<file path="src/rtl/calendar_ctrl_pkg.sv">
// Shared types, BCD constants and date helpers for the calendar controller.
// Used by calendar_ctrl and cal_month_len.
package calendar_ctrl_pkg;

  typedef enum logic [1:0] {
    MODE_RUN   = 2'd0,
    MODE_SET_Y = 2'd1,
    MODE_SET_M = 2'd2,
    MODE_SET_D = 2'd3
  } mode_e;

  localparam logic [7:0]  BCD_01   = 8'h01;
  localparam logic [7:0]  BCD_12   = 8'h12;
  localparam logic [7:0]  BCD_28   = 8'h28;
  localparam logic [7:0]  BCD_29   = 8'h29;
  localparam logic [7:0]  BCD_30   = 8'h30;
  localparam logic [7:0]  BCD_31   = 8'h31;
  localparam logic [15:0] YEAR_MIN = 16'h2000;
  localparam logic [15:0] YEAR_MAX = 16'h2099;

  // Leap test on the two low BCD digits; valid for 2000..2099.
  function automatic logic is_leap(input logic [7:0] yl);
    logic [3:0] o;
    o = yl[3:0];
    if (yl[4])
      return (o == 4'd2) || (o == 4'd6);
    else
      return (o == 4'd0) || (o == 4'd4) || (o == 4'd8);
  endfunction

  // Two-digit BCD increment with digit-wise carry (no wrap at 99).
  function automatic logic [7:0] bcd2_inc(input logic [7:0] v);
    logic [3:0] hi;
    logic [3:0] lo;
    hi = v[7:4];
    lo = v[3:0];
    if (lo == 4'd9) begin
      lo = 4'd0;
      hi = hi + 4'd1;
    end else begin
      lo = lo + 4'd1;
    end
    return {hi, lo};
  endfunction

  // Year step inside 2000..2099, wrapping to 2000.
  function automatic logic [15:0] year_inc(input logic [15:0] y);
    if (y == YEAR_MAX)
      return YEAR_MIN;
    else
      return {y[15:8], bcd2_inc(y[7:0])};
  endfunction

endpackage

</file>
<file path="src/rtl/cal_month_len.sv">
// Month length lookup: BCD month + low BCD year byte -> BCD day count.
// Ports: month_bcd (01..12), year_lo (00..99), len_bcd (28..31).
module cal_month_len
  import calendar_ctrl_pkg::*;
(
  input  logic [7:0] month_bcd,
  input  logic [7:0] year_lo,
  output logic [7:0] len_bcd
);

  always_comb begin
    len_bcd = BCD_31;
    case (month_bcd)
      8'h02:
        len_bcd = is_leap(year_lo) ? BCD_29 : BCD_28;
      8'h04, 8'h06, 8'h09, 8'h11:
        len_bcd = BCD_30;
      default: ;
    endcase
  end

endmodule

</file>
<file path="src/rtl/calendar_ctrl.sv">
// Calendar date sequencer with a RUN/SET_Y/SET_M/SET_D edit FSM and blink.
// Ports: clk, reset (sync, low), tick, btn_mode, btn_inc -> BCD date, mode, blink_on, day_adv.
module calendar_ctrl
  import calendar_ctrl_pkg::*;
#(
  parameter logic [23:0] BLINK_CYC = 24'd6_000_000,
  parameter logic [15:0] RST_YEAR  = 16'h2000
) (
  input  logic        clk,
  input  logic        reset,
  input  logic        tick,
  input  logic        btn_mode,
  input  logic        btn_inc,
  output logic [15:0] year_bcd,
  output logic [7:0]  month_bcd,
  output logic [7:0]  day_bcd,
  output logic [1:0]  mode,
  output logic        blink_on,
  output logic        day_adv
);

  localparam logic [23:0] BLINK_TC = BLINK_CYC - 24'd1;

  mode_e       mode_q, mode_d;
  logic [15:0] year_q, year_d;
  logic [7:0]  month_q, month_d;
  logic [7:0]  day_q, day_d;
  logic        blink_q, blink_d;
  logic [23:0] cnt_q, cnt_d;
  logic        day_adv_q, day_adv_d;

  logic [15:0] year_pre;
  logic [7:0]  month_pre;
  logic [7:0]  day_pre;
  logic [7:0]  len_cur;
  logic [7:0]  len_nxt;
  logic        adv;
  logic        inc_ok;

  // len_cur drives day increment; len_nxt clamps after a year/month change.
  cal_month_len u_len_cur (
    .month_bcd (month_q),
    .year_lo   (year_q[7:0]),
    .len_bcd   (len_cur)
  );

  cal_month_len u_len_nxt (
    .month_bcd (month_pre),
    .year_lo   (year_pre[7:0]),
    .len_bcd   (len_nxt)
  );

  always_ff @(posedge clk) begin
    if (!reset)
      mode_q <= MODE_RUN;
    else
      mode_q <= mode_d;
  end

  always_comb begin
    mode_d = mode_q;
    if (btn_mode) begin
      case (mode_q)
        MODE_RUN:   mode_d = MODE_SET_Y;
        MODE_SET_Y: mode_d = MODE_SET_M;
        MODE_SET_M: mode_d = MODE_SET_D;
        MODE_SET_D: mode_d = MODE_RUN;
        default:    mode_d = MODE_RUN;
      endcase
    end
  end

  // btn_mode wins over btn_inc; tick only counts in RUN.
  always_comb begin
    adv       = tick && (mode_q == MODE_RUN);
    inc_ok    = btn_inc && !btn_mode;
    year_pre  = year_q;
    month_pre = month_q;
    day_pre   = day_q;
    if (adv) begin
      if (day_q >= len_cur) begin
        day_pre = BCD_01;
        if (month_q == BCD_12) begin
          month_pre = BCD_01;
          year_pre  = year_inc(year_q);
        end else begin
          month_pre = bcd2_inc(month_q);
        end
      end else begin
        day_pre = bcd2_inc(day_q);
      end
    end else if (inc_ok) begin
      case (mode_q)
        MODE_SET_Y:
          year_pre = year_inc(year_q);
        MODE_SET_M:
          month_pre = (month_q == BCD_12) ? BCD_01
                                          : bcd2_inc(month_q);
        MODE_SET_D:
          day_pre = (day_q >= len_cur) ? BCD_01
                                       : bcd2_inc(day_q);
        default: ;
      endcase
    end
  end

  always_comb begin
    year_d    = year_pre;
    month_d   = month_pre;
    day_d     = (day_pre > len_nxt) ? len_nxt : day_pre;
    day_adv_d = adv;
    if (btn_mode || (mode_q == MODE_RUN)) begin
      cnt_d   = 24'd0;
      blink_d = 1'b1;
    end else if (cnt_q == BLINK_TC) begin
      cnt_d   = 24'd0;
      blink_d = ~blink_q;
    end else begin
      cnt_d   = cnt_q + 24'd1;
      blink_d = blink_q;
    end
  end

  always_ff @(posedge clk) begin
    if (!reset) begin
      year_q    <= RST_YEAR;
      month_q   <= BCD_01;
      day_q     <= BCD_01;
      blink_q   <= 1'b1;
      cnt_q     <= 24'd0;
      day_adv_q <= 1'b0;
    end else begin
      year_q    <= year_d;
      month_q   <= month_d;
      day_q     <= day_d;
      blink_q   <= blink_d;
      cnt_q     <= cnt_d;
      day_adv_q <= day_adv_d;
    end
  end

  assign year_bcd  = year_q;
  assign month_bcd = month_q;
  assign day_bcd   = day_q;
  assign mode      = mode_q;
  assign blink_on  = blink_q;
  assign day_adv   = day_adv_q;

endmodule

</file>
<file path="config.mk">
export PLATFORM = sky130hd
export DESIGN_NAME = calendar_ctrl
export DESIGN_NICKNAME = d
export VERILOG_FILES = /design/src/rtl/calendar_ctrl_pkg.sv /design/src/rtl/cal_month_len.sv /design/src/rtl/calendar_ctrl.sv
export SDC_FILE = /design/constraint.sdc
export NUM_CORES = 1
export LEC_CHECK = 0
export ABC_AREA = 1
export CORE_MARGIN = 4
export CORE_UTILIZATION = 45
export DETAILED_ROUTE_END_ITERATION = 6
export PLACE_DENSITY = 0.75
export SLEW_MARGIN = 10
export SYNTH_ARGS = -nofsm -noshare
export SYNTH_HDL_FRONTEND = slang
export SYNTH_HIERARCHICAL = 1
export SYNTH_SLANG_ARGS = --single-unit
export TNS_END_PERCENT = 10
</file>
<file path="constraint.sdc">
create_clock -name clk -period 4.5 [get_ports clk]
set_clock_uncertainty 0.05 [all_clocks]
set_input_delay 0.45 -clock clk [delete_from_list [all_inputs] [get_ports clk]]
set_output_delay 0.45 -clock clk [all_outputs]
set_load 0.01 [all_outputs]
</file>
==> results of run 1 <==
-- state kept, by name, summed over array words and instances (netlist names) --
signal / cells
day_adv: 1
year_bcd: 16
blink_on: 1
day_bcd: 8
month_bcd: 8
cnt_q: 24
mode: 2
-- what timing repair did --
item / CTS / global route
hold buffers: 0 / 0
resized for setup: 0 / 4
setup buffers: 0 / 3
endpoints found under the setup margin: 0 / 8
-- layout by cell type (no fill, tap or decap), types with 3 or more instances in the layout --
master,count
a21oi_1,29
buf_4,7
clkbuf_8,11
clkdlybuf4s50_1,40
clkinv_1,3
conb_1,10
dfxtp_1,58
ha_1,30
inv_1,116
inv_2,3
nand2_1,202
nand2_2,8
nand3_1,42
nand3_2,3
nand3b_1,3
nand4_1,22
nor2_1,82
nor2_2,7
nor2_4,4
nor3_1,9
nor3_2,3
o21ai_0,27
o21ai_1,3
or2_0,3
xnor2_1,5
xor2_1,7
-- cell type report --
| class | count | area [sq um] |
|---|---|---|
| Fill cell | 972 | 4500 |
| Sequential cell | 60 | 1200 |
| Clock buffer | 13 | 159 |
| Multi-Input combinational cell | 521 | 2720 |
| Inverter | 123 | 464 |
| Tap cell | 133 | 166 |
| Timing Repair Buffer | 47 | 453 |
| Clock inverter | 3 | 68.8 |
-- metal layers --
| metal | vias up | global-route usage, % |
|---|---|---|
| li1 | 2324 | - |
| met1 | 2092 | 24.8 |
| met2 | 114 | 34.4 |
| met3 | 28 | 4.68 |
| met4 | 0 | 8.93 |
| met5 | - | 0 |
-- worst max-delay path, delay by kind of cell, from the launching register on --
kind | cells | cell delay, ns
compound gates | 4 | 0.64
fa+ha+maj | 2 | 0.59
buf+inv | 8 | 0.60
simple gates | 16 | 1.66
flops | 1 | 0.49
-- path summary, 6_finish.rpt --
path | startpoint | endpoint | slack (ns) | depth (start not counted)
setup reg to reg | month_bcd[1] | day_bcd[6] | 0.38 | 30
hold / removal | year_bcd[15] | year_bcd[15] | 0.40 | 2
hold reg to reg | year_bcd[15] | year_bcd[15] | 0.40 | 2
setup / recovery | month_bcd[1] | day_bcd[6] | 0.38 | 30
-- metrics by stage --
step	power, W	hold WS, ns	cells	TNS [ns]	setup slack (ns)
after global routing	0.00185	0.420	900	-0.0702	-0.0210
after global placement	0.00114	0.379	881	0	0.536
after detailed placement	0.00116	0.382	881	0	0.392
after CTS	0.00173	0.403	897	0	0.357
after floorplan	0.000988	0.393	722	0	0.897
final	0.00173	0.397	900	0	0.375
-- report_power, final --
group          internal, W  switching [W]  leakage, nW
combinational     0.000222       0.000314         1.82
sequential        0.000568      0.0000608        0.485
clock             0.000344       0.000221        0.114
total              0.00113       0.000595         2.42
==> run summary, run 1 <==
CP peak stage delay - 0.49 ns
Clk buf depth - 2
Die Wd - 108 um
Starting Density - 46.0%
TritonCTS Buffers - 9
Slew Limit Headroom - 51.6%
Crit end category - register
Core Rows - 36
CTS Root Cell - clkbuf_8
Final net count - 797
Antenna violations before repair - 0
Metal2 WL - 5.38 mm
DRC viols - 0
Gr ovfl total - 0
Min cycle time layout - 4.12 ns
Clock-pin slew on the worst setup and hold paths - 0.07 ns
Design area - 5230 sq um
Max Slew Vio Count - 0
CTS Sinks - 60
Critical Path Start Type - register
DRT iter0 DRCs - 300
Syn Area/Cell - 6.25 sq um
All-Layer GR Usage - 20.4%
# IOs - 41
Fin util - 53.8%
Vias per std cell - 5.06
Met3 routed WL - 564 um
M1 wire length - 4.93 mm
Slowest-stage cell, CP - dfxtp_1
Die span in y - 108 um
Yosys Warn Count - 6
Die area - 11600 sq um
Post-route ant nets - 0
Final Hold Violating Endpoints - 0
First-pass GRT wire length - 19.5 mm
Fmax - 242 MHz
Total of max-cap violations - 0
Mapped Cells - 716
Worst path most repeated cell - nand2_1
TritonCTS clock tree - built
Status - finished, final reports clean
Worst slew pin tran - 0.720 ns
First-pass DRT Iterations - 5
Placed cell areas - 4970 sq um
Maximum fanout along the worst path - 8
Leakage - 2.42 nW
Share of cells above drive strength 1 - 8.21%
Core area - 9730 sq um
Pin count of the biggest net entering global routing - 25
RePlAce Congestion - 0.960
Wire per inst - 12.4 um
Post-synthesis cell area - 4480 sq um
Area Overhead vs Synth - 16.9%
Final setup viols - 0
Worst hold path class - reg2reg
Fin crit share - 91.7%
H-tree depth - 3
Max IR drop VDD - 226 uV
Worst path arrival time - 4.34 ns
Vias in the first global route - 4384
Required @ worst endpoint - 4.72 ns
Number of diodes - 0
Post-detail-place hpwl - 8.52 mm
Detailed Route WL - 11.2 mm
IO Port Bufs - 40
Topmost layer with routed signal wires - met4
Total number of vias - 4558
Pwr dens - 331 nW/um^2
CP Class - reg2reg
Later-pin clock latency in the skew report - 0.35 ns
(Power assumes the default switching activity.)
==> run 2: changes to the inputs <==
CORE_MARGIN = default   (was 4)
HOLD_SLACK_MARGIN = 0.1   (was default)
PLACE_DENSITY = default   (was 0.75)
==> run 2 against run 1 <==
Net effect: the run now ends with DRC left; setup slack better by 0.077 ns; clock power is 21% lower; critical path depth unchanged; cell count decreased by 0.11%; wire length shrank 3.9%; utilization shrank 0.38 points; non-clock buffer count fell by 1; combinational power is 1% lower; total power shrank 7.3%; via count fell by 3.5%; count of clock-buffer cells in the layout fell by 2; sequential power about the same; critical endpoint is now day_bcd[2]; highest routed layer unchanged.
==> run summary, run 2 (synthesized netlist as in run 1, its figures left out) <==
Maximum fanout along the worst path - 8 (unchanged)
Wire per inst - 12.0 um (-3.8%)
Area Overhead vs Synth - 15.5%
Logic pwr share - 33.0% (+2.0 points)
Die area - 10300 sq um (-11%)
Slew Limit Headroom - 52.7% (+1.1 points)
Slowest-stage cell, CP - dfxtp_1
H-tree depth - 3 (unchanged)
Hold Crit Depth - 2 (unchanged)
Gr ovfl total - 0 (unchanged)
Reg with most FFs - cnt_q
Number of diodes - 0 (unchanged)
Commonest non-fill, non-tap cells in the layout - 203 x nand2_1, 116 x inv_1, 82 x nor2_1
Fin crit share - 90.0% (-1.7 points)
Final net count - 796 (-0.13%)
Max FFs per register - 24 (unchanged)
DRC viols - 1 (+1)
All-Layer GR Usage - 22.3% (+1.9 points)
Hold_buf cts - 0 (unchanged)
Starting Density - 46.2% (+0.21 points)
Die Wd - 102 um (-5.6%)
Pwr dens - 310 nW/um^2 (-6.2%)
# Post-CTS Setup Buffers - 0 (unchanged)
Final setup viols - 0 (unchanged)
Worst hold path class - reg2reg
Clock power frac - 27.8% (-4.9 points)
Clk buf depth - 2 (unchanged)
Fin util - 53.4% (-0.38 points)
Sw frac - 37.3% (+2.9 points)
IO Port Bufs - 40 (unchanged)
DRT iter0 DRCs - 127 (-58%)
Worst slew pin tran - 0.704 ns (-0.0162 ns)
TritonCTS clock tree - built
Leakage - 2.38 nW (-1.5%)
# IOs - 41 (unchanged)
Worst path arrival time - 4.24 ns (-0.10 ns)
Internal power - 0.00100 W (-11%)
Sequential share of power - 39.1% (+2.7 points)
Core area - 9680 sq um (-0.46%)
Critical Path Start Type - register
Later-pin clock latency in the skew report - 0.34 ns (about the same)
Post-detail-place hpwl - 8.30 mm (-2.6%)
Placed Cells - 883 (+0.23%)
Vias in the first global route - 4089 (-6.7%)
Die span in y - 102 um (-5.6%)
Detailed Route WL - 10.7 mm (-3.9%)
First-pass GRT wire length - 18.2 mm (-6.6%)
Status - complete, but fails checks
Reg2reg path depth - 30 (unchanged)
Total of max-cap violations - 0 (unchanged)
Total number of vias - 4397 (-3.5%)
CTS Root Cell - clkbuf_8
Max Slew Vio Count - 0 (unchanged)
CP peak stage delay - 0.50 ns (about the same)
Commonest non-fill, non-tap cell in the layout - nand2_1
RePlAce Congestion - 0.939 (-2.2%)
Violations in the final reports - DRC
Final non-filler cell total - 899 (-0.11%)
Vias per std cell - 4.89 (-3.4%)
Max IR drop VDD - 178 uV (-21%)
Share of cells above drive strength 1 - 7.96% (-0.25 points)
Core Rows - 36 (unchanged)
TritonCTS Buffers - 9 (unchanged)
Switching pwr - 0.000598 W (+0.40%)
TNS Setup - 0 ns (unchanged)
Post-CTS sizing - 0 (unchanged)
Pin count of the biggest net entering global routing - 25 (unchanged)
CTS Sinks - 60 (unchanged)
Final Hold Violating Endpoints - 0 (unchanged)
Post-route ant nets - 0 (unchanged)
Required @ worst endpoint - 4.69 ns (-0.03 ns)
CP Class - reg2reg
Clock-pin slew on the worst setup and hold paths - 0.07 ns (about the same)
First-pass DRT Iterations - 6 (+1)
Fmax - 247 MHz (+1.9%)
Crit end category - register
Min cycle time layout - 4.05 ns (-0.0766 ns)
Antenna violations before repair - 0 (unchanged)
Unrepaired setup endpoints after global routing - no
[run 2: cell types whose count changed in the layout (fill, tap and decap cells not counted), sizes merged]
cell      delta
buf          -1
bufinv       -2
clkbuf       -2
clkinvlp     +3
inv          +1
[run 2: layout make-up]
cell class                 count  area [sq um]
tap                          133           166
clock inverter                 5          36.3
multi-input combinational    521          2720
fill                         984          4510
inverter                     123           464
clock buffer                  11           141
sequential                    60          1200
timing repair buffer          46           445
[run 2: per-layer routing]
metal  routed length (um)  GRT usage [%]  up-vias  part of all wire (%)
met1                 5090           27.0     1982                    47
li1                     -              -     2317                     -
met3                  366           4.21       17                   3.4
met4                  208           8.47        0                   1.9
met5                    0              0        -                     0
met2                 5080           39.0       81                    47
[run 2: final timing paths]
path | slack, ns | to | startpoint
setup / recovery | 0.45 | day_bcd[2] | month_bcd[1]
hold / removal | 0.39 | year_bcd[11] | year_bcd[11]
setup reg to reg | 0.45 | day_bcd[2] | month_bcd[1]
hold reg to reg | 0.39 | year_bcd[11] | year_bcd[11]
[run 2: power groups by stage]
| stage | logic [W] | clock network (W) | registers, W |
|---|---|---|---|
| after floorplan | 0.000349 | 0 | 0.000639 |
| after global placement | 0.000510 | 0 | 0.000640 |
| after detailed placement | 0.000524 | 0 | 0.000639 |
| after CTS | 0.000527 | 0.000458 | 0.000627 |
| after global routing | 0.000609 | 0.000479 | 0.000633 |
| final | 0.000529 | 0.000446 | 0.000627 |
[run 2: critical path, delay by kind of cell (launching register included)]
family / cells / cell delay [ns]
simple gates: 17 / 1.90
fa+ha+maj: 2 / 0.58
flops: 1 / 0.50
compound gates: 3 / 0.48
buf+inv: 8 / 0.42
[run 2: metrics by stage]
stage	worst slack (ns)	hold WS, ns	cell area [sq um]	total power (W)
final	0.452	0.395	5170	0.00160
after global routing	0.0306	0.409	5170	0.00172
after CTS	0.443	0.396	5160	0.00161
after detailed placement	0.489	0.385	4980	0.00116
after global placement	0.586	0.381	4980	0.00115
after floorplan	0.897	0.393	4500	0.000988
==> run 3: changes to the inputs <==
CAP_MARGIN = 25   (was default)
PLACE_DENSITY = 0.66   (was default)
==> run 3 against run 2 <==
Net effect: the run now ends clean; clock power up 11%; setup slack better by 0.050 ns; cell count did not move; hold slack better by 0.0011 ns; critical path type unchanged; combinational power barely moved; via count up 0.14%; sequential cell count unchanged; critical path depth is 1 higher; first-iteration DRC count increased by 56%; sequential power is essentially flat; cell area grew 0.31%; count of clock-buffer cells in the layout up 3; largest cell class unchanged.
==> run summary, run 3 (synthesized netlist as in run 1, its figures left out) <==
Share of cells above drive strength 1 - 8.09% (+0.13 points)
# IOs - 41 (unchanged)
Sw frac - 36.4% (-0.96 points)
CP top delay family - simple AND/OR/NAND/NOR gates
Sequential share of power - 38.1% (-1.0 points)
IO Port Bufs - 40 (unchanged)
Clk buf depth - 2 (unchanged)
Detailed Route WL - 10.9 mm (+1.7%)
Die span in y - 102 um (unchanged)
Leakage - 2.40 nW (+0.65%)
Die Wd - 102 um (unchanged)
Clock-pin slew on the worst setup and hold paths - 0.07 ns (about the same)
CTS Root Cell - clkbuf_8
Vias per std cell - 4.90 (+0.14%)
Max Slew Vio Count - 0 (unchanged)
Commonest non-fill, non-tap cells in the layout - 202 x nand2_1, 116 x inv_1, 82 x nor2_1
Reg with most FFs - cnt_q
Core Rows - 36 (unchanged)
Global routing usage on met2 - 37.0% (-2.1 points)
Clock power frac - 29.9% (+2.1 points)
Logic pwr share - 32.1% (-0.9 points)
Fmax - 250 MHz (+1.2%)
Die area - 10300 sq um (unchanged)
Unrepaired setup endpoints after global routing - no
Vias in the first global route - 4092 (+0.073%)
RePlAce Congestion - 0.909 (-3.2%)
Worst reg2reg endpoint - day_bcd[1]
Starting Density - 46.2% (unchanged)
First-pass GRT wire length - 18.7 mm (+2.9%)
CP Class - reg2reg
Critical Path Start Type - register
Number of diodes - 0 (unchanged)
Slew Limit Headroom - 46.7% (-6.0 points)
Maximum fanout along the worst path - 9 (+1)
Slowest-stage cell, CP - dfxtp_1
Worst path most repeated cell - inv_1
Reg2Reg Setup Slack - 0.50 ns (+0.05 ns)
HP Start - year_bcd[14]
Wire per inst - 12.2 um (+1.7%)
Required @ worst endpoint - 4.71 ns (+0.02 ns)
Later-pin clock latency in the skew report - 0.36 ns (+0.02 ns)
Design area - 5190 sq um (+0.31%)
TNS Setup - 0 ns (unchanged)
Reg2reg path depth - 31 (+3.3%)
Pin count of the biggest net entering global routing - 25 (unchanged)
Final setup viols - 0 (unchanged)
CP peak stage delay - 0.41 ns (-0.09 ns)
Fin util - 53.6% (+0.17 points)
Met3 GRT Util - 4.42% (+0.21 points)
Antenna violations before repair - 0 (unchanged)
Status - finished, final reports clean
Internal power - 0.00105 W (+4.7%)
Busiest layer in global routing - met2
TritonCTS clock tree - built
Crit end category - register
Reg2Reg Launch Point - month_bcd[3]
Worst hold path endpoint - year_bcd[14]
TritonCTS Buffers - 9 (unchanged)
First-pass DRT Iterations - 6 (unchanged)
Pwr dens - 318 nW/um^2 (+2.8%)
Post-route ant nets - 0 (unchanged)
Total number of vias - 4403 (+0.14%)
Max FFs per register - 24 (unchanged)
Worst path arrival time - 4.21 ns (-0.03 ns)
Min cycle time layout - 4.00 ns (-0.0499 ns)
Buf+Inv Stages, Crit Path - 10 (+2)
H-tree depth - 3 (unchanged)
Commonest non-fill, non-tap cell in the layout - nand2_1
Core area - 9680 sq um (unchanged)
Total of max-cap violations - 0 (unchanged)
Met1 Usage GRT - 30.4% (+3.4 points)
Final Hold Violating Endpoints - 0 (unchanged)
Final net count - 796 (unchanged)
Worst slew pin tran - 0.794 ns (+0.0896 ns)
Hold Crit Depth - 2 (unchanged)
Fin crit share - 88.9% (-1.1 points)
DRT iter0 DRCs - 198 (+56%)
Post-detail-place hpwl - 8.33 mm (+0.39%)
Placed cell areas - 4980 sq um (-0.15%)
Area Overhead vs Synth - 15.9%
Max IR drop VDD - 172 uV (-3.4%)
All-Layer GR Usage - 23.2% (+0.84 points)
DRC viols - 0 (-1)
Switching pwr - 0.000600 W (+0.42%)
Gr ovfl total - 0 (unchanged)
CTS Sinks - 60 (unchanged)
Worst hold path class - reg2reg
-- run 3: worst max-delay path by stage --
| stage | from | end | depth (start not counted) |
|---|---|---|---|
| after floorplan | month_bcd[1] | day_bcd[2] | 32 |
| after global placement | month_bcd[1] | day_bcd[2] | 29 |
| after detailed placement | month_bcd[0] | day_bcd[2] | 27 |
| after CTS | month_bcd[0] | day_bcd[2] | 27 |
| after global routing | month_bcd[3] | day_bcd[1] | 31 |
| final | month_bcd[3] | day_bcd[1] | 31 |
-- run 3: through the flow --
step	setup slack, ns	cells	hold slack, ns	power [W]
after detailed placement	0.321	882	0.387	0.00116
final	0.502	899	0.396	0.00165
after floorplan	0.897	722	0.393	0.000988
after global placement	0.445	882	0.380	0.00115
after global routing	0.0520	899	0.407	0.00178
after CTS	0.265	898	0.400	0.00167
-- run 3: what timing repair did --
| action | in CTS | in global routing |
|---|---|---|
| setup endpoints to repair | 0 | 7 |
| hold buffers | 0 | 0 |
| gates resized for setup | 0 | 3 |
| buffers inserted | 0 | 1 |
-- run 3: final cells by class --
cell class / instances / area, sq um
flip-flops and latches: 60 / 1200
well taps: 133 / 166
inverters: 123 / 464
clock inverters: 2 / 16.3
fillers: 982 / 4500
clock buffers: 14 / 183
repair buffers: 46 / 445
multi-input cells: 521 / 2710
-- run 3: worst register-to-register path, delay by kind of cell (launching register included) --
family | cells | cell delay [ns]
simple gates | 16 | 1.65
buf+inv | 10 | 0.65
fa+ha+maj | 2 | 0.57
compound gates | 3 | 0.56
flops | 1 | 0.41
-- run 3: layer usage --
layer,vias to the layer above,share of wire (%)
met5,-,0
met4,0,2.5
met2,101,44
met1,1967,48
li1,2314,-
met3,21,5.1
-- run 3: power groups by stage --
stage                     registers [W]  clock network [W]  logic, W
final                          0.000629           0.000493  0.000530
after global routing           0.000635           0.000528  0.000616
after CTS                      0.000628           0.000509  0.000528
after detailed placement       0.000640                  0  0.000523
after global placement         0.000641                  0  0.000509
after floorplan                0.000639                  0  0.000349
